**config.mk**
```make
export PLATFORM = sky130hd
export DESIGN_NAME = conv_window_fetch
export DESIGN_NICKNAME = d
export VERILOG_FILES = /design/src/rtl/conv_window_fetch.sv
export SDC_FILE = /design/constraint.sdc
export NUM_CORES = 1
export LEC_CHECK = 0
export ABC_AREA = 0
export CORE_ASPECT_RATIO = 1.4
export CORE_MARGIN = 3
export CORE_UTILIZATION = 50
export DETAILED_ROUTE_END_ITERATION = 7
export GPL_TIMING_DRIVEN = 0
export PLACE_DENSITY = 0.71
export REMOVE_ABC_BUFFERS = 1
export SLEW_MARGIN = 10
export SYNTH_ARGS = -nofsm -noshare
export SYNTH_HDL_FRONTEND = slang
export SYNTH_SLANG_ARGS = --single-unit
```
**constraint.sdc**
```tcl
create_clock -name clk -period 10.2 [get_ports clk]
set_input_delay 1.02 -clock clk [delete_from_list [all_inputs] [get_ports clk]]
set_output_delay 1.02 -clock clk [all_outputs]
set_load 0.005 [all_outputs]
```
**src/rtl/conv_window_fetch.sv**
```systemverilog
// conv_window_fetch: raster-scans the image, fetches each zero-padded 3x3
// neighbourhood from a 1-cycle-latency memory, presents it to the
// convolution stage and waits for its finish before moving on.
module conv_window_fetch #(
  parameter int IMG_W = 64,
  parameter int IMG_H = 64,
  parameter int AW    = 12
) (
  input  logic          clk,
  input  logic          reset,
  input  logic          ready,
  output logic          busy,
  output logic [AW-1:0] iaddr,
  input  logic [19:0]   idata,
  output logic [179:0]  pixel,
  output logic          start,
  input  logic          finish,
  output logic [AW-1:0] cur_addr,
  output logic          done
);

  localparam int XW = $clog2(IMG_W);
  localparam int YW = AW - XW;

  typedef enum logic [2:0] {IDLE, FETCH, START, WAIT, DONE} state_t;

  state_t          r_state;
  state_t          w_next;
  logic [XW-1:0]   r_x;
  logic [YW-1:0]   r_y;
  logic [3:0]      r_t;
  logic            r_padCur;
  logic            r_padDly;
  logic [AW-1:0]   r_iaddr;
  logic [179:0]    r_pixel;
  logic            w_lastWin;
  logic            w_xWrap;
  logic [XW-1:0]   w_nx;
  logic [YW-1:0]   w_ny;

  // Tap t of the window centred on (x, y): returns {pad, address}.
  // Row/column are evaluated as signed integers so that -1 and the
  // one-past-the-edge value are both detected as padding (no wrap).
  function automatic logic [AW:0] tapAddr(input logic [XW-1:0] x,
                                          input logic [YW-1:0] y,
                                          input int t);
    int row;
    int col;
    row = int'(y) + (t / 3) - 1;
    col = int'(x) + (t % 3) - 1;
    if ((row < 0) || (row >= IMG_H) || (col < 0) || (col >= IMG_W))
      return {1'b1, {AW{1'b0}}};
    else
      return {1'b0, AW'(row * IMG_W + col)};
  endfunction

  assign w_xWrap   = (r_x == XW'(IMG_W - 1));
  assign w_lastWin = w_xWrap && (r_y == YW'(IMG_H - 1));
  assign w_nx      = w_xWrap ? '0 : r_x + XW'(1);
  assign w_ny      = w_xWrap ? r_y + YW'(1) : r_y;

  assign busy     = (r_state != IDLE);
  assign start    = (r_state == START);
  assign done     = (r_state == DONE);
  assign iaddr    = r_iaddr;
  assign pixel    = r_pixel;
  assign cur_addr = {r_y, r_x};

  // State register.
  always_ff @(posedge clk or posedge reset) begin
    if (reset) r_state <= IDLE;
    else       r_state <= w_next;
  end

  // Next-state logic; finish only matters in WAIT, ready only in IDLE.
  always_comb begin
    w_next = r_state;
    case (r_state)
      IDLE:    if (ready) w_next = FETCH;
      FETCH:   if (r_t == 4'd9) w_next = START;
      START:   w_next = WAIT;
      WAIT:    if (finish) w_next = w_lastWin ? DONE : FETCH;
      DONE:    w_next = IDLE;
      default: w_next = IDLE;
    endcase
  end

  // Datapath: the address register always holds the tap whose data will
  // return next cycle, so it is preloaded with tap 0 on entry to FETCH and
  // stays frozen while the window is outstanding.
  always_ff @(posedge clk or posedge reset) begin
    if (reset) begin
      r_x      <= '0;
      r_y      <= '0;
      r_t      <= '0;
      r_padCur <= 1'b0;
      r_padDly <= 1'b0;
      r_iaddr  <= '0;
      r_pixel  <= '0;
    end else begin
      case (r_state)
        IDLE: begin
          if (ready) begin
            r_x <= '0;
            r_y <= '0;
            r_t <= '0;
            {r_padCur, r_iaddr} <= tapAddr(XW'(0), YW'(0), 0);
          end
        end
        FETCH: begin
          r_t      <= r_t + 4'd1;
          r_padDly <= r_padCur;
          if (r_t <= 4'd7)
            {r_padCur, r_iaddr} <= tapAddr(r_x, r_y, int'(r_t) + 1);
          if (r_t != 4'd0)
            r_pixel[179 - 20 * (int'(r_t) - 1) -: 20] <= r_padDly ? 20'd0 : idata;
        end
        WAIT: begin
          if (finish) begin
            r_x <= w_nx;
            r_y <= w_ny;
            r_t <= '0;
            if (!w_lastWin)
              {r_padCur, r_iaddr} <= tapAddr(w_nx, w_ny, 0);
          end
        end
        default: ;
      endcase
    end
  end

endmodule

```
==> qor.yml <==
met1Wirelength_mm: 16.51
synth_area_per_cell_um2: 9.629
top_layer_used: "met4"
hold_path.class: "flop to flop"
crit_arrival_ns: 9.86
post-route-drc-count: 0
synth-xor-area-share_pct: 3.749
place_hpwl_mm: 34.41
htreeDepth: 1
gp_congestion: 0.9237
io_buffers: 230
coreArea_um2: 29440
synth-adder-area-share_pct: 7.615
final-max-slew-violation-count: 0
vias: 13100
synth_compound_area_share_pct: 18.61
multi_input_area_um2: 9170
hold_ws_ns: 0.5029
clock_latency_ns: 0.53
synth_top_family_by_area: "compound AO/OA/AOI/OAI gates"
finalHoldViolCount: 0
wirelength_mm: 44.92
timing.fmax_ghz: 0.1058
rows: 74
maxCapViolations: 0
overflow: 0
crit_buf_inv: 1
dr_wl_met2_mm: 23.50
finClkSkew_ns: 0.02171
rsz0062_at_grt: "no"
fin_crit_sh_pct: 92.70
final_cells: 2145
synthDistinctLibCells: 97
synthMuxAreaShare_pct: 16.35
final_antenna_net_count: 0
wl_per_cell_um: 20.94
antenna_found_initial: 0
fin_ws_ns: 0.7441
status: "finished, final reports clean"
fin_setup_tns_ns: 0
cp_slowest_cell: "o31ai_2"
fin_crit_ns: 9.456
cp_data_required_time_ns: 10.60
cpPeakStageDelay_ns: 0.90
path_class: "flop to flop"
grt_pass1_vias: 13070
path_clk_slew_ns: 0.06
syn2layout_area_growth_pct: 22.09
grt_max_degree: 119
io_pins: 231
cts_buffers: 22
numClockSinks: 213
numPlacedInstances: 2108
drtIter0Drc: 1048
wl_met3_mm: 3.162
die_w_um: 153.0
fin_nets: 1865
cp_max_fo: 20
die_y_um: 211.7
seq_area_frac_synth_pct: 35.26
cts_buffer_depth: 3
grt_usage_pct: 26.81
drt-pass1-iter-count: 5
synthArstFlopShare_pct: 100.0
relSlewSlack_pct: 6.284
num_antenna_cells: 0
max_slew.worst_pin.slew_ns: 1.395
syn_area_um2: 15120
cp-end-kind: "flop"
start_util_pct: 51.34
crit_top_cell: "ha_1"
setup_viol: 0
vias_per_cell: 6.106
final.fill_count: 2515
synth-edff-count: 0
synth_flop_cell: "dfrtp_1"
ys_warn_count: 0
dp_slack_ns: 0.6134
grt_pass1_wl_mm: 70.75
die_area_um2: 32390
seq_area_um2: 5331
start_kind: "flop"
synthSimpleGateAreaFrac_pct: 13.91
cts-root-buf: "clkbuf_16"
synth_seq_cells: 213
drive_gt1_share_pct: 17.45
critical_path.top_delay_family: "compound AO/OA/AOI/OAI gates"
syn_inst: 1570
cts_hold_buf: 0
cts_tree: "yes"
state kept, by name (all words and copies together), names as in the netlist:
name,count
iaddr,12
pixel,180
r_x,6
r_y,6
r_t,4
r_state,3
r_padDly,1
r_padCur,1
final timing paths:
| path | startpoint | to | slack (ns) | cells after the start |
|---|---|---|---|---|
| max reg2reg | r_t[0] | iaddr[10] | 0.74 | 26 |
| min in group asynchronous | reset | pixel[145] | 1.03 | 2 |
| min | pixel[138] | pixel[138] | 0.50 | 1 |
| min reg2reg | pixel[138] | pixel[138] | 0.50 | 1 |
| max in group asynchronous | reset | r_t[0] | 8.09 | 3 |
| max | r_t[0] | iaddr[10] | 0.74 | 26 |
cells in the mapped netlist, types with 6 or more instances:
library cell | n | area share (%)
nand3_1 | 42 | 1.4
o41ai_1 | 6 | 0.35
nor2_1 | 115 | 2.9
or3_1 | 12 | 0.50
nor2_2 | 12 | 0.50
nor4_1 | 7 | 0.29
a31oi_1 | 6 | 0.25
a211oi_1 | 7 | 0.35
inv_2 | 10 | 0.25
ha_1 | 84 | 7.0
nor2b_1 | 13 | 0.54
and3_1 | 12 | 0.50
a21o_1 | 25 | 1.2
nand2b_1 | 8 | 0.33
xor2_1 | 25 | 1.4
a22o_1 | 7 | 0.41
o211ai_1 | 10 | 0.50
o21a_1 | 11 | 0.55
mux2i_1 | 22 | 1.5
and2_1 | 15 | 0.62
xnor2_1 | 36 | 2.1
nand2_1 | 137 | 3.4
o21ai_0 | 84 | 2.8
mux2_2 | 184 | 14
nor3_1 | 30 | 0.99
a22oi_1 | 6 | 0.30
o22ai_1 | 21 | 0.87
mux4_2 | 8 | 1.2
inv_1 | 78 | 1.9
buf_2 | 15 | 0.50
clkbuf_1 | 56 | 1.4
dfrtp_1 | 213 | 35
o32ai_1 | 8 | 0.46
a21oi_1 | 81 | 2.7
a32oi_1 | 20 | 1.2
through the flow:
stage | instance area, um2 | utilization [%]
2_1_floorplan | 14770 | -
6_report | 18460 | 62.68
4_1_cts | 18440 | 62.64
5_1_grt | 18460 | 62.68
3_5_place_dp | 17720 | 60.17
3_3_place_gp | 17550 | 59.59
metal layers:
layer | track usage (%) | up-vias
li1 | - | 6112
met1 | 29.14 | 6407
met2 | 50.80 | 478
met3 | 6.217 | 101
met4 | 9.622 | 0
met5 | 0 | -
cell type report:
class | count | area share, %
repair buffers | 237 | 13.08
flip-flops and latches | 213 | 28.89
inverters | 88 | 1.830
well taps | 380 | 2.576
clock inverters | 5 | 0.4271
multi-input cells | 1190 | 49.68
clock buffers | 32 | 3.518
cell usage in the layout (no fill, tap or decap), drive strengths merged, types with 8 or more instances in the layout:
cell type / n
clkdlybuf4s50: 230
dfrtp: 213
mux2: 184
nand2: 137
nor2: 127
inv: 89
o21ai: 88
ha: 84
a21oi: 83
nand3: 42
xnor2: 37
clkbuf: 32
nor3: 30
xor2: 26
a21o: 25
mux2i: 22
o22ai: 22
a32oi: 20
and2: 16
nor2b: 13
and3: 13
or3: 12
a211oi: 12
o21a: 11
o211ai: 11
o41ai: 11
o32ai: 9
nand2b: 8
mux4: 8
nor4: 8
a22o: 8
worst reg2reg max path, cell delays in order (launching register included):
cell       delay (ns)
dfrtp_2          0.65
ha_2             0.48
and3_1           0.28
ha_1             0.40
and3_1           0.29
a2111oi_4        0.40
a22oi_1          0.19
ha_1             0.30
nor4bb_4         0.52
xnor2_1          0.15
ha_1             0.24
or2_1            0.30
o31ai_2          0.90
nor2_1           0.11
xor2_1           0.18
ha_1             0.27
inv_1            0.04
ha_1             0.37
a21o_1           0.26
a221oi_2         0.37
nor2_1           0.09
xor2_1           0.18
a2111oi_0        0.59
nand3_1          0.19
a2111oi_2        0.48
nand4_2          0.58
o41ai_1          0.53
what timing repair did:
item / in CTS / in global routing
gates resized for setup: 0 / 1
buffers inserted: 0 / 0
setup endpoints to repair: 0 / 1
cell families (layout without fill, tap and decap cells):
family / after synthesis / in the layout
xor+xnor: 63 / 63
mux: 214 / 214
simple gates: 438 / 438
buf+inv: 167 / 362
compound gates: 386 / 386
fa+ha+maj: 89 / 89
flops: 213 / 213
Power is not shown: default switching activity piles up to over one toggle a cycle in this logic, so the estimate is an artifact.
